### config.mk
export PLATFORM = sky130hd
export DESIGN_NAME = pulse_train_gen
export DESIGN_NICKNAME = d
export VERILOG_FILES = /design/src/rtl/pulse_train_gen.sv
export SDC_FILE = /design/constraint.sdc
export NUM_CORES = 1
export LEC_CHECK = 0
export BUFFER_PORTS_ARGS = -buffer_cell sky130_fd_sc_hd__clkbuf_2
export CORE_MARGIN = 2
export CORE_UTILIZATION = 60
export DETAILED_ROUTE_END_ITERATION = 12
export GPL_TIMING_DRIVEN = 0
export PLACE_DENSITY = 0.94
export REMOVE_ABC_BUFFERS = 1
export SLEW_MARGIN = 0
export SYNTH_ARGS = -nofsm -noshare
export SYNTH_HDL_FRONTEND = slang
export SYNTH_SLANG_ARGS = --single-unit
### constraint.sdc
create_clock -name i_clk -period 5.9 [get_ports i_clk]
set_input_delay 0 -clock i_clk [delete_from_list [all_inputs] [get_ports i_clk]]
set_output_delay 0 -clock i_clk [all_outputs]
set_load 0.1 [all_outputs]
### src/rtl/pulse_train_gen.sv
// Burst pulse generator: emits i_cnt pulses of HIGH_LEN high / LOW_LEN low cycles,
// then a one-cycle o_done strobe. i_abort ends a burst early without o_done.
module pulse_train_gen #(
    parameter int unsigned CNT_WIDTH = 8,
    parameter int unsigned TMR_WIDTH = 8,
    parameter int unsigned HIGH_LEN  = 20,
    parameter int unsigned LOW_LEN   = 20
) (
    input  logic                 i_clk,
    input  logic                 i_rst,
    input  logic                 i_start,
    input  logic [CNT_WIDTH-1:0] i_cnt,
    input  logic                 i_abort,
    output logic                 o_pulse,
    output logic                 o_busy,
    output logic                 o_done,
    output logic [CNT_WIDTH-1:0] o_remain
);

    typedef enum logic [1:0] {
        S_IDLE,
        S_HIGH,
        S_LOW,
        S_DONE
    } state_t;

    localparam logic [TMR_WIDTH-1:0] HIGH_LAST = TMR_WIDTH'(HIGH_LEN);
    localparam logic [TMR_WIDTH-1:0] LOW_LAST  = TMR_WIDTH'(LOW_LEN);
    localparam logic [TMR_WIDTH-1:0] TMR_ONE   = TMR_WIDTH'(1);

    state_t                 state_q, state_d;
    logic [TMR_WIDTH-1:0]   timer_q, timer_d;
    logic                   pulse_d, busy_d, done_d;
    logic [CNT_WIDTH-1:0]   remain_d;

    // State and registered outputs
    always_ff @(posedge i_clk or posedge i_rst) begin
        if (i_rst) begin
            state_q  <= S_IDLE;
            timer_q  <= '0;
            o_pulse  <= 1'b0;
            o_busy   <= 1'b0;
            o_done   <= 1'b0;
            o_remain <= '0;
        end else begin
            state_q  <= state_d;
            timer_q  <= timer_d;
            o_pulse  <= pulse_d;
            o_busy   <= busy_d;
            o_done   <= done_d;
            o_remain <= remain_d;
        end
    end

    // Next-state and next-output logic
    always_comb begin
        state_d  = state_q;
        timer_d  = timer_q;
        pulse_d  = o_pulse;
        busy_d   = o_busy;
        done_d   = 1'b0;
        remain_d = o_remain;

        case (state_q)
            S_IDLE: begin
                if (i_start && !i_abort) begin
                    remain_d = i_cnt;
                    if (i_cnt != '0) begin
                        state_d = S_HIGH;
                        pulse_d = 1'b1;
                        busy_d  = 1'b1;
                        timer_d = TMR_ONE;
                    end else begin
                        state_d = S_DONE;
                    end
                end
            end

            S_HIGH: begin
                if (i_abort) begin
                    state_d = S_IDLE;
                    pulse_d = 1'b0;
                    busy_d  = 1'b0;
                    timer_d = '0;
                end else if (timer_q == HIGH_LAST) begin
                    state_d = S_LOW;
                    pulse_d = 1'b0;
                    timer_d = TMR_ONE;
                    // Count a pulse only once its high phase has fully completed
                    if (o_remain != '0) begin
                        remain_d = o_remain - CNT_WIDTH'(1);
                    end
                end else begin
                    timer_d = timer_q + TMR_ONE;
                end
            end

            S_LOW: begin
                if (i_abort) begin
                    state_d = S_IDLE;
                    busy_d  = 1'b0;
                    timer_d = '0;
                end else if (timer_q == LOW_LAST) begin
                    if (o_remain != '0) begin
                        state_d = S_HIGH;
                        pulse_d = 1'b1;
                        timer_d = TMR_ONE;
                    end else begin
                        state_d = S_DONE;
                        busy_d  = 1'b0;
                        timer_d = '0;
                    end
                end else begin
                    timer_d = timer_q + TMR_ONE;
                end
            end

            S_DONE: begin
                state_d = S_IDLE;
                done_d  = 1'b1;
            end

            default: begin
                state_d = S_IDLE;
                pulse_d = 1'b0;
                busy_d  = 1'b0;
                timer_d = '0;
            end
        endcase
    end

endmodule

==> results.py <==
metrics = {
    "critical_path": {
        "cp_max_fo": 6,
        "cp.required_ns": 6.12,
        "critical_path_class": "flop to flop",
        "cp_top_family": "simple AND/OR/NAND/NOR gates",
        "critical_path.slowest_cell": "nor4bb_1",
        "cp.arrival_ns": 3.05,
        "slowest_delay_ns": 1.02,
        "cp_num_buf_inv": 1,
        "critPathLaunchType": "flop",
        "path_cells": "inv_1 -> ha_1 -> nor4bb_1 -> a41oi_1 -> a211oi_1 -> mux2_2",
        "worstSetupEndpointType": "flop",
    },
    "finish": {
        "post-route-util_pct": 70.7,
        "insertedDiodeCount": 0,
        "area_delta_synth_final_pct": 10.7,
        "fin_nets": 213,
        "num-fill-cells": 191,
        "drive_gt1_share_pct": 21.5,
        "final_area_mm2": 0.00177,
    },
    "synthesis": {
        "yosysUniqueCellTypes": 56,
        "syn_inst": 170,
        "synth-seq-cells": 21,
        "ys.flop_type": "dfrtp_1",
        "synthArstFlopShare_pct": 100,
        "syn_area_mm2": 0.00160,
        "synth.avg_cell_area_um2": 9.38,
        "ys_seq_area_share_pct": 32.9,
        "yosysWarnings": 0,
        "synth_edf_count": 0,
    },
    "drt": {
        "wire_per_inst_um": 17.1,
        "vias": 1527,
        "final_antenna_net_count": 0,
        "vias_per_cell": 6.91,
        "drc_errors": 0,
        "routed_wl_um": 3780,
        "dr.first_iter.drc_count": 75,
        "dr.pass1.iters": 4,
    },
    "clock_tree": {
        "cts_max_level": 1,
        "cts.clk_slew.worst_paths_ns": 0.12,
        "post_cts_buffers": 0,
        "cts-resized-gates": 0,
        "clockBufferDepth": 2,
        "cts_tree": "yes",
        "worst_skew_pair.late_latency_ns": 0.32,
        "cts_sinks": 21,
        "cts_made_buffers": 3,
        "root_buffer": "clkbuf_4",
    },
    "floorplan": {
        "row_count": 18,
        "core-area_mm2": 0.00250,
        "die_width_um": 55.6,
        "fp.dieH_um": 55.6,
        "initial_utilization_pct": 63.8,
        "dieArea_mm2": 0.00309,
        "io-pin-count": 23,
    },
    "timing": {
        "fin_ws_ns": 3.07,
        "fin_setup_tns_ns": 0,
        "final-setup-viol-count": 0,
        "slew_violations": 0,
        "hold_violations": 0,
        "maxClockFrequency_mhz": 354,
        "grt_setup_unrepaired": "false",
        "finalCritPeriodShare_pct": 47.9,
        "worst_pin_slew_ns": 1.21,
        "slew_headroom_pct": 18.0,
        "fin_skew_ns": 0.00695,
        "finalCriticalPeriod_ns": 2.83,
    },
    "placed_design": {
        "place_area_mm2": 0.00171,
        "place.gp.congestion": 0.935,
        "pre_cts_slack_ns": 3.13,
        "portBuffers": 22,
        "dp_hpwl_um": 2770,
    },
    "run_status": {
        "outcome": "completed",
    },
    "grt": {
        "grt_use_total_pct": 26.8,
        "grt_start_max_net_pins": 22,
        "grt_pass1_wl_um": 6620,
        "antenna_found_initial": 0,
        "grt_pass1_vias": 1472,
        "overflow": 0,
    },
    "flow_run": {
        "max-cap-violations": 0,
    },
    "min_path": {
        "hold_path.class": "input pin to flop",
    },
}
-- cell usage after synthesis, types with 4 or more instances --
| cell type | count | area, um2 |
|---|---|---|
| nand2_1 | 5 | 18.8 |
| dfrtp_1 | 21 | 526 |
| o21ai_0 | 5 | 25.0 |
| o211ai_1 | 4 | 30.0 |
| nand3_1 | 6 | 30.0 |
| nor3_1 | 6 | 30.0 |
| a21oi_1 | 10 | 50.1 |
| nor2_1 | 12 | 45.0 |
| a41oi_1 | 5 | 43.8 |
| inv_1 | 12 | 45.0 |
| ha_1 | 9 | 113 |
| clkbuf_1 | 5 | 18.8 |
| nand2b_1 | 4 | 25.0 |
| a32o_1 | 4 | 40.0 |
-- final cells by class --
type	count	area (um2)	area share, %
Inverter	12	45.0	2.55
Tap cell	30	37.5	2.12
Timing Repair Buffer	25	140	7.93
Clock inverter	1	5.00	0.283
Sequential cell	21	526	29.7
Clock buffer	3	22.5	1.27
Multi-Input combinational cell	129	991	56.1
-- state kept, by name, indices dropped and copies added, names as in the netlist --
name / cells
o_busy: 1
o_done: 1
state_q: 2
timer_q: 8
o_pulse: 1
o_remain: 8
-- layer usage --
| metal | track usage [%] | up-vias | share of wire, % |
|---|---|---|---|
| met5 | 0 | - | 0 |
| met4 | 14.6 | 0 | 2.3 |
| met3 | 2.34 | 9 | 6.7 |
| met2 | 45.2 | 74 | 50 |
| met1 | 33.6 | 730 | 41 |
| li1 | - | 714 | - |
-- worst reg2reg max path: stages, from the launching register on --
cell and delay, ns:
dfrtp_1 0.46, inv_1 0.08, ha_1 0.17, nor4bb_1 1.02, a41oi_1 0.33, a211oi_1 0.30, mux2_2 0.36
-- path summary, 6_finish.rpt --
kind	cells after the start	end	start	slack (ns)
min in group asynchronous	3	o_remain[3]$_DFFE_PP0P_	i_rst	0.35
max in group asynchronous	3	timer_q[1]$_DFFE_PP0P_	i_rst	5.05
min	3	o_remain[1]$_DFFE_PP0P_	i_cnt[1]	0.01
max	6	o_busy$_DFFE_PP0P_	timer_q[0]$_DFFE_PP0P_	3.07
min reg2reg	1	o_busy$_DFFE_PP0P_	o_busy$_DFFE_PP0P_	0.53
max reg2reg	6	o_busy$_DFFE_PP0P_	timer_q[0]$_DFFE_PP0P_	3.07
-- stage by stage --
| stage | std cells | hold WS [ns] |
|---|---|---|
| 2_1_floorplan | 162 | -0.0235 |
| 3_3_place_gp | 214 | 0.163 |
| 3_5_place_dp | 214 | 0.183 |
| 4_1_cts | 221 | 0.00234 |
| 5_1_grt | 221 | 0.0289 |
| 6_report | 221 | 0.0113 |
-- kinds of logic after synthesis --
family                     synth area share (%)
AOI/OAI and AO/OA                          28.8
buffers and inverters                      4.94
adders and majority gates                  7.06
and+or+nand+nor                            23.5
DFF                                        32.9
muxes                                      2.74
-- what timing repair did --
action	CTS	global route
setup endpoints to repair	0	0
hold buffers	3	0
hold endpoints to repair	23	0
-- cell usage in the layout (no fill, tap or decap), drive strengths merged, types with 3 or more instances in the layout --
master       count
clkbuf          25
dfrtp           21
nor2            12
inv             12
a21oi           10
ha               9
nand3            8
nor3             6
nand2            5
o21ai            5
a41oi            5
nand2b           4
o211ai           4
a32o             4
a211oi           4
nor4             4
and3             3
o2111ai          3
o2bb2ai          3
o22ai            3
mux2             3
dlygate4sd3      3
Power is not shown: default switching activity piles up to over one toggle a cycle in this logic, so the estimate is an artifact.
